File: src/rtl/tt_logic_pkg.sv
// Shared encodings for the logic unit: op-select values and output bit positions.
package tt_logic_pkg;

    typedef enum logic [2:0] {
        OP_AND  = 3'd0,
        OP_OR   = 3'd1,
        OP_XOR  = 3'd2,
        OP_NAND = 3'd3,
        OP_NOR  = 3'd4,
        OP_XNOR = 3'd5,
        OP_ANDN = 3'd6,
        OP_PASS = 3'd7
    } op_e;

    // uio_in control bit positions
    localparam int unsigned STROBE_BIT = 3;
    localparam int unsigned ACC_BIT    = 4;
    localparam int unsigned CLEAR_BIT  = 5;

    // uo_out bit positions
    localparam int unsigned VALID_BIT  = 4;
    localparam int unsigned AND_BIT    = 5;
    localparam int unsigned OR_BIT     = 6;
    localparam int unsigned XOR_BIT    = 7;

    // uio_out counter position and fixed output enables
    localparam int unsigned CNT_LSB    = 6;
    localparam logic [7:0]  UIO_OE_VAL = 8'b1100_0000;

endpackage

File: src/rtl/logic_op_unit.sv
// Combinational bitwise operator selected by op.
module logic_op_unit
    import tt_logic_pkg::*;
#(
    parameter int WIDTH = 4
) (
    input  logic [WIDTH-1:0] x,
    input  logic [WIDTH-1:0] y,
    input  op_e              op,
    output logic [WIDTH-1:0] z
);

    // Select the bitwise function of x and y
    always_comb begin
        z = '0;
        case (op)
            OP_AND:  z = x & y;
            OP_OR:   z = x | y;
            OP_XOR:  z = x ^ y;
            OP_NAND: z = ~(x & y);
            OP_NOR:  z = ~(x | y);
            OP_XNOR: z = ~(x ^ y);
            OP_ANDN: z = x & ~y;
            OP_PASS: z = x;
            default: z = '0;
        endcase
    end

endmodule

File: src/rtl/tt_um_logic_unit.sv
// Strobe-loaded logic unit: synchronised load strobe, optional accumulate,
// registered result with reduction flags and a 2-bit load counter.
module tt_um_logic_unit
    import tt_logic_pkg::*;
#(
    parameter int WIDTH = 4
) (
    input  logic [7:0] ui_in,
    output logic [7:0] uo_out,
    input  logic [7:0] uio_in,
    output logic [7:0] uio_out,
    output logic [7:0] uio_oe,
    input  logic       ena,
    input  logic       clk,
    input  logic       rst_n
);

    logic [WIDTH-1:0] opa;
    logic [WIDTH-1:0] opb;
    logic [WIDTH-1:0] x;
    logic [WIDTH-1:0] y;
    logic [WIDTH-1:0] z;
    logic [WIDTH-1:0] result;
    logic             out_valid;
    logic [1:0]       strobe_cnt;
    logic             sync1;
    logic             sync2;
    logic             sync3;
    logic             rise;
    logic             acc_mode;
    logic             clear;

    assign opa      = ui_in[WIDTH-1:0];
    assign opb      = ui_in[4+WIDTH-1:4];
    assign acc_mode = uio_in[ACC_BIT];
    assign clear    = uio_in[CLEAR_BIT];
    assign rise     = sync2 & ~sync3;

    // Accumulate mode feeds the held result back as the first operand
    assign x = acc_mode ? result : opa;
    assign y = acc_mode ? opa : opb;

    logic_op_unit #(.WIDTH(WIDTH)) u_op (
        .x  (x),
        .y  (y),
        .op (op_e'(uio_in[2:0])),
        .z  (z)
    );

    // Strobe synchroniser, edge detector and result/valid/counter registers.
    // The synchroniser keeps shifting while ena is low so that an edge
    // arriving then is consumed and lost rather than replayed later.
    always_ff @(posedge clk or negedge rst_n) begin
        if (!rst_n) begin
            sync1      <= 1'b0;
            sync2      <= 1'b0;
            sync3      <= 1'b0;
            result     <= '0;
            out_valid  <= 1'b0;
            strobe_cnt <= '0;
        end else begin
            sync1 <= uio_in[STROBE_BIT];
            sync2 <= sync1;
            sync3 <= sync2;
            if (ena) begin
                if (clear) begin
                    result     <= '0;
                    out_valid  <= 1'b0;
                    strobe_cnt <= '0;
                end else if (rise) begin
                    result     <= z;
                    out_valid  <= 1'b1;
                    strobe_cnt <= strobe_cnt + 2'd1;
                end else begin
                    out_valid  <= 1'b0;
                end
            end
        end
    end

    // Assemble result, valid and reduction flags over the WIDTH result bits
    always_comb begin
        uo_out                = '0;
        uo_out[WIDTH-1:0]     = result;
        uo_out[VALID_BIT]     = out_valid;
        uo_out[AND_BIT]       = &result;
        uo_out[OR_BIT]        = |result;
        uo_out[XOR_BIT]       = ^result;
    end

    // Bidirectional pins: only the counter is driven out
    always_comb begin
        uio_out                     = '0;
        uio_out[CNT_LSB+1:CNT_LSB]  = strobe_cnt;
    end

    assign uio_oe = UIO_OE_VAL;

    logic unused_ok;
    assign unused_ok = &{1'b0, ui_in, uio_in[7:6]};

endmodule

File: config.mk
export PLATFORM = sky130hd
export DESIGN_NAME = tt_um_logic_unit
export DESIGN_NICKNAME = d
export VERILOG_FILES = /design/src/rtl/tt_logic_pkg.sv /design/src/rtl/logic_op_unit.sv /design/src/rtl/tt_um_logic_unit.sv
export SDC_FILE = /design/constraint.sdc
export NUM_CORES = 1
export LEC_CHECK = 0
export ABC_AREA = 1
export CORE_UTILIZATION = 49
export DETAILED_ROUTE_END_ITERATION = 10
export GPL_TIMING_DRIVEN = 0
export PLACE_DENSITY = 0.85
export SETUP_SLACK_MARGIN = 0.3
export SYNTH_ARGS = -nofsm -noshare
export SYNTH_HDL_FRONTEND = slang
export SYNTH_SLANG_ARGS = --single-unit
File: constraint.sdc
create_clock -name clk -period 3.62 [get_ports clk]
set_input_delay 0.543 -clock clk [delete_from_list [all_inputs] [get_ports clk]]
set_output_delay 0.543 -clock clk [all_outputs]
set_load 0.005 [all_outputs]
After elaboration in Yosys (flattened, before gate mapping)
Index checks and enable logic that the tools add are counted.
{ "classes": {"addsub": 1, "mul": 0, "n_div": 0, "magnitude_cmp": 0, "n_eq_ne": 7, "shift": 0, "mux": 9, "bitwise_logic": 10, "n_reduce_logical": 6} }
{ "ops": {"columns": ["cell", "count"], "rows": [
  ["one-hot mux 4 bit (8 select lines)", 1],
  ["two-way mux 4 bit", 4],
  ["inverter 4 bit", 4],
  ["equality test 3 bit (second input constant)", 4],
  ["bitwise AND 4 bit", 2],
  ["equality test 3 x 2 -> 1 bit (second input constant)", 2],
  ["two-way mux 2 bit", 2],
  ["bitwise OR 4 bit", 1],
  ["AND reduction 4 bit", 1],
  ["OR reduction 4 bit", 1],
  ["XOR reduction 4 bit", 1],
  ["bitwise XOR 4 bit", 1],
  ["equality test 3 x 1 -> 1 bit (second input constant)", 1],
  ["logical NOT 3 bit", 1],
  ["adder 2 x 1 -> 2 bit (second input constant)", 1],
  ["two-way mux 1 bit", 2],
  ["AND reduction 2 bit", 1],
  ["nonzero test 2 bit", 1],
  ["bitwise AND 1 bit", 1],
  ["inverter 1 bit", 1]
]} }
{ "totals": {"regBits": 10, "latch_bits": 0, "ram_bits": 0, "rom_bits": 0, "in_bits": 19, "out_inout_bits": 24, "wordCells": 39, "memories": 0} }

Depth between registers and ports, before layout
Gate-level depths: netlist of run 1.
{ "depth": {"ltp_word": 6, "ltp_mapped": 12, "ltp_nobuf": 12} }

Modules after synthesis
A second synthesis of run 1 with hierarchy kept.
{ "unflattened": {"hier_cells": 189, "hier_area_um2": 1262.5} }
{ "modules_own_cells": {"columns": ["module", "n_inst", "cells_each", "area_each_um2", "seq_area_each_um2"], "rows": [
  ["tt_um_logic_unit", 1, 88, 699.4, 250.2],
  ["logic_op_unit", 1, 101, 563.0, 0.0]
]} }

Worst setup path before layout of run 1
Ideal clock, no wire load.
{ "synth_timing": {"path_type": "input port to flip-flop", "from": "input port uio_in[4]", "to": "register result[1]", "setup_ns": 0.116, "t_arrival_ns": 1.552, "required_time_ns": 3.504, "setup_slack_ns": 1.951, "path_stages": 12, "n_path_buf": 1, "cell_sequence": "buf_2 -> nand2_1 -> nand2_1 -> inv_2 -> ha_1 -> inv_1 -> nand3_1 -> nand2_1 -> nor2_1 -> nand2_1 -> nand2_1 -> nand2_1"} }
{ "synth_between": {"elab_chain_cells": 6, "elab_cells_between_ends": 13, "classes_between": "mux: 5; bitwise: 8"} }
{ "synth_lines": {"columns": ["element", "line_no", "rtl"], "rows": [
  ["start, declared", "tt_um_logic_unit.sv:10", "input logic [7:0] uio_in,"],
  ["two-way mux 4 bit, on equally long branches", "tt_um_logic_unit.sv:41, tt_um_logic_unit.sv:40", null],
  ["inverter 4 bit (tied with other cells)", "logic_op_unit.sv:23", "OP_ANDN: z = x & ~y;"],
  ["bitwise AND 4 bit (tied with other cells)", "logic_op_unit.sv:23", null],
  ["one-hot mux 4 bit (8 select lines) (*)", "logic_op_unit.sv:16", "case (op)"],
  ["two-way mux 4 bit (*)", "tt_um_logic_unit.sv:70", "end else if (rise) begin"],
  ["two-way mux 4 bit (*)", "tt_um_logic_unit.sv:66", "if (clear) begin"],
  ["end signal, assigned", "tt_um_logic_unit.sv:71", "result <= z;"],
  ["end, declared", "tt_um_logic_unit.sv:23", "logic [WIDTH-1:0] result;"]
]} }
Mark *: on every way between the ends. The rest lies on a longest branch, timed or not. The select of a mux whose other input is x is not followed.
A chain may end at the register's enable or synchronous reset.

Worst setup path in the final report of run 1
{ "layout_timing": {"from": "register result[2]", "to": "output port uo_out[7]"} }
{ "layout_between": {"elab_chain_cells": 1} }
{ "layout_lines": {"columns": ["element", "line_no", "rtl"], "rows": [
  ["XOR reduction 4 bit", "tt_um_logic_unit.sv:88", "uo_out[XOR_BIT] = ^result;"],
  ["end, declared", "tt_um_logic_unit.sv:9", "output logic [7:0] uo_out,"]
]} }
No other way between the ends.

==> impl_metrics.toml, run 1 <==
[status]
status = "completed"

[critical_path]
crit_cells = 4
slowest_stage = "clkdlybuf4s50_1"
path_class = "reg -> out"
start_kind = "register"
critical_path.top_delay_family = "buffers and inverters"
r2r_cells = 11
critical_path.cell_chain = "inv_1 > ha_1 > xor2_1 > clkdlybuf4s50_1"
critPathCaptureType = "output port"
crit_fanout = 4
crit_buf_inv = 2
worst_path_largest_cell_delay_ns = 0.52
crit_arrival_ns = 1.76
required_ns = 3.08

[pwr]
ir_worst_vdd_uv = 270
power_mw = 0.389
p_leak_nw = 0.954
p_per_area_mw_per_mm2 = 238

[detailed_routing]
drt_pre_antenna_iters = 4
detail_route.wl_per_cell_um = 10.0
via_per_inst = 4.57
drtIter0Drc = 19
drc = 0
vias = 1212
drt_wl_total_mm = 2.66
ant_nets = 0

[global_routing]
globalRouteOverflowTotal = 0
grt_max_degree = 11
grt_pass1_vias = 1010
grt_antenna_before_repair = 0
grt_util_all_layers_pct = 19.9
grt_pass1_wl_mm = 4.06

[logic_synthesis]
ys_seq_elements = 10
synth-compound-area-share_pct = 6.73
synth_top_area_share_pct = 19.8
muxShareOfSynthArea_pct = 0
synthSimpleGateAreaFrac_pct = 32.3
ys_warn_count = 0
synth_edf_count = 0
synth_area_per_cell_sq_um = 6.51
synthCells = 194
netlist_area_sq_mm = 0.00126
synth.most_common_cell = "nand2_1"
synth_area_leaders = "dfrtp_1 20%, ha_1 16%, nand2_1 14%, inv_1 9.5%, buf_4 8.9%"
synth-async-reset-ratio_pct = 100
synth_xor_area_share_pct = 0.693
synth_top_family_by_area = "simple AND/OR/NAND/NOR gates"
synthTopCellsByCount = "47 x nand2_1, 32 x inv_1, 16 x ha_1, 16 x nor2_1, 15 x buf_4"
synth-seq-area-share_pct = 19.8
synth_ff_type = "dfrtp_1"
yosys.area_share.adder_pct = 15.8
synth_area_leader_cell = "dfrtp_1"
synth_cell_type_count = 20

[cts]
cts_resized = 0
clock_path_buffers = 2
clk_latency_ns = 0.28
hold_buffers = 0
cts_sinks = 10
post-cts-setup-buffers = 0
root_buffer = "clkbuf_4"
numCtsBuffers = 3
cts_tree = "built"
path_clk_slew_ns = 0.07
htree_num_levels = 1

[timing]
post-route-period-util_pct = 63.5
final_hold_viol_count = 0
finalSetupViolCount = 0
tns_ns = 0
rsz0062_at_grt = "false"
finClkSkew_ns = 0.0106
drv_slew = 0
fmax_ghz = 0.435
period_minus_slack_ns = 2.30

[cells_and_area]
final_area_sq_mm = 0.00163
area_growth_pct = 29.2
drive_above_1_share_pct = 15.3
nNetsFinal = 271
antenna_cells = 0

[floorplan]
rows = 18
dieArea_sq_mm = 0.00279
start_util_pct = 51.5
die_h_um = 52.8
die_w_um = 52.8
design.core.area_sq_mm = 0.00245
ios = 43

[hold_path]
worstHoldPathType = "reg -> reg"
whs_path_depth = 0

[run]
cap_violations = 0

[place]
io_buffers = 25
dp_hpwl_mm = 2.16
gp_congestion = 0.802
dpl_cell_area_sq_mm = 0.00160
==> cell type report <==
cell class,count,area (sq um)
fill,229,822
inverter,40,153
timing repair buffer,25,250
tap,30,37.5
multi-input combinational,137,754
clock buffer,4,36.3
buffer,19,151
sequential,10,250
==> metrics by stage <==
step	std cells	hold WS [ns]	util (%)	setup slack (ns)
after detailed placement	261	0.336	65.0	1.25
after CTS	265	0.349	66.5	1.30
after global placement	261	0.333	65.0	1.29
after global routing	265	0.354	66.5	1.25
after floorplan	206	0.247	-	1.95
final	265	0.349	66.5	1.32
==> kinds of logic (layout without fill, tap and decap cells) <==
group / count (synthesis) / in the layout
AO/OA/AOI/OAI: 17 / 17
AND/OR/NAND/NOR: 89 / 89
buffers and inverters: 59 / 88
other: 2 / 14
flip-flops: 10 / 10
XOR/XNOR: 1 / 1
adder cells (fa/ha/maj): 16 / 16
==> metal layers <==
layer	up-vias	routed length [um]	GRT usage [%]
li1	640	-	-
met1	539	1130	23.4
met2	31	1380	35.2
met3	2	131	4.35
met4	0	17	6.58
met5	-	0	0
==> sequential cells by signal (all words and copies together), names as in the netlist <==
name / flops
strobe_cnt: 2
out_valid: 1
sync3: 1
result: 4
sync1: 1
sync2: 1
==> power by group <==
group          switching (mW)  internal, mW
clock network          0.0412        0.0611
registers             0.00755         0.120
logic                  0.0793        0.0804
==> placed cells by master, fill, tap and decap left out <==
cell type / instances
nand3_1: 9
clkdlybuf4s50_1: 25
buf_4: 15
o21ai_1: 13
o21ai_0: 4
nor2_2: 1
nand2_1: 47
clkbuf_4: 3
dfrtp_1: 10
nor2_4: 3
ha_1: 16
inv_1: 32
nand2_4: 1
nand4_1: 8
inv_4: 1
conb_1: 14
buf_6: 3
nor2_1: 16
clkbuf_8: 1
or2_1: 4
xor2_1: 1
inv_2: 7
buf_2: 1
==> final timing paths <==
check | from | endpoint | slack, ns
max | result[2] | uo_out[7] | 1.32
min | sync1 | sync2 | 0.35
max reg2reg | result[3] | result[3] | 2.09
min reg2reg | sync1 | sync2 | 0.35
max in group asynchronous | rst_n | sync1 | 2.75
min in group asynchronous | rst_n | out_valid | 0.56
(Power assumes the default switching activity.)
==> run 2, diff against run 1 <==
- CORE_UTILIZATION: 49 -> 46
- PLACE_DENSITY: 0.85 -> 0.81
- clock period: 3.62 -> 2.4 ns (I/O delays scaled with it)
==> impl_metrics.toml, run 2 (synthesized netlist as in run 1, its figures left out) <==
[floorplan]
ios = 43
die_w_um = 54.4
start_util_pct = 49.7
rows = 18
dieArea_sq_mm = 0.00296
design.core.area_sq_mm = 0.00254
die_h_um = 54.4

[pwr]
p_leak_nw = 0.966
power_mw = 0.582
ir_worst_vdd_uv = 460
p_per_area_mw_per_mm2 = 356

[detailed_routing]
drt_pre_antenna_iters = 5
routed-wl-met3_um = 120
drtIter0Drc = 19
drc = 0
drt_wl_total_mm = 2.62
vias = 1230
ant_nets = 0
detail_route.wl_per_cell_um = 9.88
route.met2.wl_mm = 1.28
wl_met1_mm = 1.22
via_per_inst = 4.64
top_layer = "met3"

[cells_and_area]
layout_common_cells = "47 x nand2_1, 32 x inv_1, 24 x clkdlybuf4s50_1"
area_growth_pct = 29.5
antenna_cells = 0
drive_above_1_share_pct = 15.7
top_regs = "result: 4 flops, strobe_cnt: 2 flops"
layout_commonest_cell = "nand2_1"
nNetsFinal = 271
top_register = "result"
final_cells = 265
largest_reg_flops = 4

[global_routing]
grt_max_degree = 11
globalRouteOverflowTotal = 0
grt_pass1_wl_mm = 4.11
grt_antenna_before_repair = 0
grt_pass1_vias = 974
grt_util_all_layers_pct = 19.1

[critical_path]
crit_fanout = 10
rrSetupSlack_ns = 0.90
cp_common_cell = "nand2_1"
path_class = "in -> reg"
worstReg2RegStart = "result[3]"
required_ns = 2.56
crit_arrival_ns = 2.03
start_kind = "input pin"
worst_path_largest_cell_delay_ns = 0.48
crit_start = "uio_in[4]"
critPathCaptureType = "register"
critical_path.cell_chain = "clkdlybuf4s50_1 > buf_2 > nand2_1 > nand2_1 > inv_2 > ha_1 > nand4_1 > nand2_1 > nor2_1 > nand2_1 > nand2_1 > nand2_1"
slowest_stage = "clkdlybuf4s50_1"

[cts]
htree_num_levels = 1
clk_latency_ns = 0.26
cts_sinks = 10
path_clk_slew_ns = 0.07
root_buffer = "clkbuf_4"
post-cts-setup-buffers = 0
numCtsBuffers = 3
cts_tree = "built"
clock_path_buffers = 2

[hold_path]
hp-start = "sync1"
worstHoldPathType = "reg -> reg"

[timing]
period_minus_slack_ns = 1.87
final_hold_viol_count = 0
post-route-period-util_pct = 78.1
rsz0062_at_grt = "false"
finalSetupViolCount = 0
finClkSkew_ns = 0.00123
tns_ns = 0
fmax_ghz = 0.533
drv_slew = 0
holdWs_ns = 0.352

[place]
io_buffers = 25
gp_congestion = 0.797
post-place-cells = 261
dp_hpwl_mm = 2.02

[run]
cap_violations = 0

[status]
status = "completed"
## run 2: cell count changes in the layout (fill, tap and decap cells not counted)
| cell | previous run | this run |
|---|---|---|
| dfrtp_1 | 10 | 9 |
| clkdlybuf4s50_1 | 25 | 24 |
| dfrtp_2 | 0 | 1 |
| dlymetal6s2s_1 | 0 | 1 |
## run 2: area by class of cell
cell class / count / area [sq um]
fill: 243 / 908
multi-input combinational: 137 / 754
timing repair buffer: 25 / 253
sequential: 10 / 251
inverter: 40 / 153
buffer: 19 / 151
tap: 30 / 37.5
clock buffer: 4 / 36.3
## run 2: path summary, 6_finish.rpt
kind                              to  cells after the start
max in group asynchronous  result[0]                      1
max                        result[0]                     12
min                            sync2                      0
min in group asynchronous  result[2]                      1
min reg2reg                    sync2                      0
max reg2reg                result[3]                     11
## run 2: what timing repair did
item	CTS	global route
setup endpoints to repair	0	1
resized for setup	0	2
hold buffers	0	0
## run 2: routing by layer
layer / up-vias / track usage, %
met3: 0 / 3.61
met1: 541 / 26.1
li1: 647 / -
met2: 42 / 31.5
met4: 0 / 2.99
met5: - / 0
## run 2: per-stage QoR
stage | area (sq um) | worst slack (ns) | util, %
after global placement | 1600 | 0.252 | 62.7
final | 1640 | 0.525 | 64.3
after global routing | 1640 | 0.329 | 64.3
after floorplan | 1310 | 0.914 | -
after CTS | 1630 | 0.301 | 64.2
after detailed placement | 1600 | 0.246 | 62.7
## run 2: where the power goes
part | internal [mW] | switching, mW
Sequential | 0.181 | 0.0106
Clock | 0.0921 | 0.0601
Combinational | 0.120 | 0.119
Total | 0.393 | 0.189
## run 2: worst max-delay path, delay by kind of cell
kind / cells / cell delay (ns)
buffers and inverters: 3 / 0.74
AND/OR/NAND/NOR: 8 / 0.63
adder cells (fa/ha/maj): 1 / 0.30
==> run 3, diff against run 2 <==
- clock period: 2.4 -> 1.85 ns (I/O delays scaled with it)
==> impl_metrics.toml, run 3 (synthesized netlist as in run 1, its figures left out) <==
[floorplan]
design.core.area_sq_mm = 0.00254
rows = 18
start_util_pct = 49.7
ios = 43
dieArea_sq_mm = 0.00296
die_h_um = 54.4
die_w_um = 54.4

[detailed_routing]
drtIter0Drc = 31
drt_wl_total_mm = 3.05
via_per_inst = 4.69
drc = 0
detail_route.wl_per_cell_um = 11.2
ant_nets = 0
vias = 1280
drt_pre_antenna_iters = 4

[cells_and_area]
antenna_cells = 0
final_cells = 273
nFillCells = 210
final_area_sq_mm = 0.00182
area_growth_pct = 43.7
final-seq-area_sq_um = 250
layout_commonest_cell = "nand2_1"
multi_input_area_sq_um = 855
largest_reg_flops = 4
nNetsFinal = 279
top_register = "result"
drive_above_1_share_pct = 26.7
layout_common_cells = "42 x nand2_1, 30 x inv_1, 19 x buf_4"
top_regs = "result: 4 flops, strobe_cnt: 2 flops"

[global_routing]
grt_pass1_vias = 1025
grt_antenna_before_repair = 0
grt_pass1_wl_mm = 4.37
grt_util_all_layers_pct = 20.4
grt_max_degree = 11
globalRouteOverflowTotal = 0

[critical_path]
required_ns = 1.57
critical_path.top_delay_family = "flip-flops"
crit_arrival_ns = 1.34
critPathCaptureType = "output port"
worst_path_largest_cell_delay_ns = 0.39
slowest_stage = "dfrtp_1"
rrSetupSlack_ns = 0.38
crit_fanout = 2
crit_buf_inv = 3
start_kind = "register"
path_class = "reg -> out"
critical_path.cell_chain = "buf_6 > inv_4 > ha_4 > xor2_1 > buf_2"

[timing]
rsz0062_at_grt = "true"
period_minus_slack_ns = 1.62
drv_slew = 0
fmax_ghz = 0.617
post-route-period-util_pct = 87.6
final_hold_viol_count = 0
finClkSkew_ns = 0.00405
finalSetupViolCount = 0
holdWs_ns = 0.310

[cts]
cts_sinks = 10
numCtsBuffers = 3
root_buffer = "clkbuf_4"
cts_tree = "built"
clk_latency_ns = 0.27
path_clk_slew_ns = 0.07
clock_path_buffers = 2
htree_num_levels = 1

[hold_path]
worstHoldPathType = "in -> async"

[pwr]
ir_worst_vdd_uv = 584
p_per_area_mw_per_mm2 = 443
p_leak_nw = 1.13

[place]
dpl_cell_area_sq_mm = 0.00160
post-place-cells = 261
dp_hpwl_mm = 2.02
gp_congestion = 0.797
io_buffers = 25

[run]
cap_violations = 0

[status]
status = "completed"
run 3: cell types whose count changed in the layout (fill, tap and decap cells not counted), sizes merged:
| cell | previous run | this run |
|---|---|---|
| buf | 19 | 28 |
| clkbuf | 4 | 6 |
| clkdlybuf4s15 | 0 | 1 |
| clkdlybuf4s50 | 24 | 13 |
| dlymetal6s2s | 1 | 8 |
run 3: final timing paths:
path                           start   endpoint  cells after the start
hold reg to reg                sync1      sync2                      0
setup / recovery           result[0]  uo_out[7]                      5
max in group asynchronous      rst_n      sync3                      1
min in group clk               sync1      sync2                      0
hold / removal                 rst_n      sync2                      1
setup reg to reg           result[0]  result[0]                     12
run 3: area by class of cell:
type | count | share of cell area [%]
Buffer | 19 | 8.68
Tap cell | 30 | 2.07
Clock buffer | 4 | 2.00
Multi-Input combinational cell | 137 | 47.1
Timing Repair Buffer | 33 | 17.8
Sequential cell | 10 | 13.8
Inverter | 40 | 8.55
run 3: report_power, final:
part           internal [mW]  switching [mW]  total (mW)  leakage, nW
clock                  0.120          0.0792       0.199       0.0210
combinational          0.177           0.184       0.361        0.984
sequential             0.234          0.0109       0.245        0.130
total                  0.531           0.274       0.805         1.13
run 3: layer usage:
layer	wire (um)	track usage, %	up-vias
met2	1540	33.7	40
met1	1330	27.6	575
met5	0	0	-
met3	130	4.17	4
li1	-	-	661
met4	48	3.42	0
run 3: what timing repair did:
item                                    4_1_cts  5_1_grt
hold buffers                                  0        0
gates resized for setup                      11       37
gates cloned                                  1        0
hold endpoints to repair                      0        0
buffers inserted                              5        2
endpoints found under the setup margin        7       12
pin swaps                                     0       22
run 3: stage by stage:
step	setup TNS, ns	worst slack, ns	utilization (%)	power, mW
2_1_floorplan	0	0.447	-	0.438
6_report	0	0.229	71.3	0.805
3_3_place_gp	-0.682	-0.215	62.7	0.555
3_5_place_dp	-0.757	-0.222	62.7	0.560
4_1_cts	0	0.115	66.6	0.769
5_1_grt	0	0.203	71.3	0.860
run 3: worst reg2reg max path, cell delays in order, from the launching register on:
cell and delay, ns:
dfrtp_1 0.39, buf_6 0.14, nand2_4 0.05, nand2_4 0.07, inv_2 0.04, ha_4 0.26
inv_2 0.03, nand3_2 0.05, nand2_1 0.05, nor2_1 0.09, nand2_1 0.07, nand2_1 0.07
nand2_1 0.05
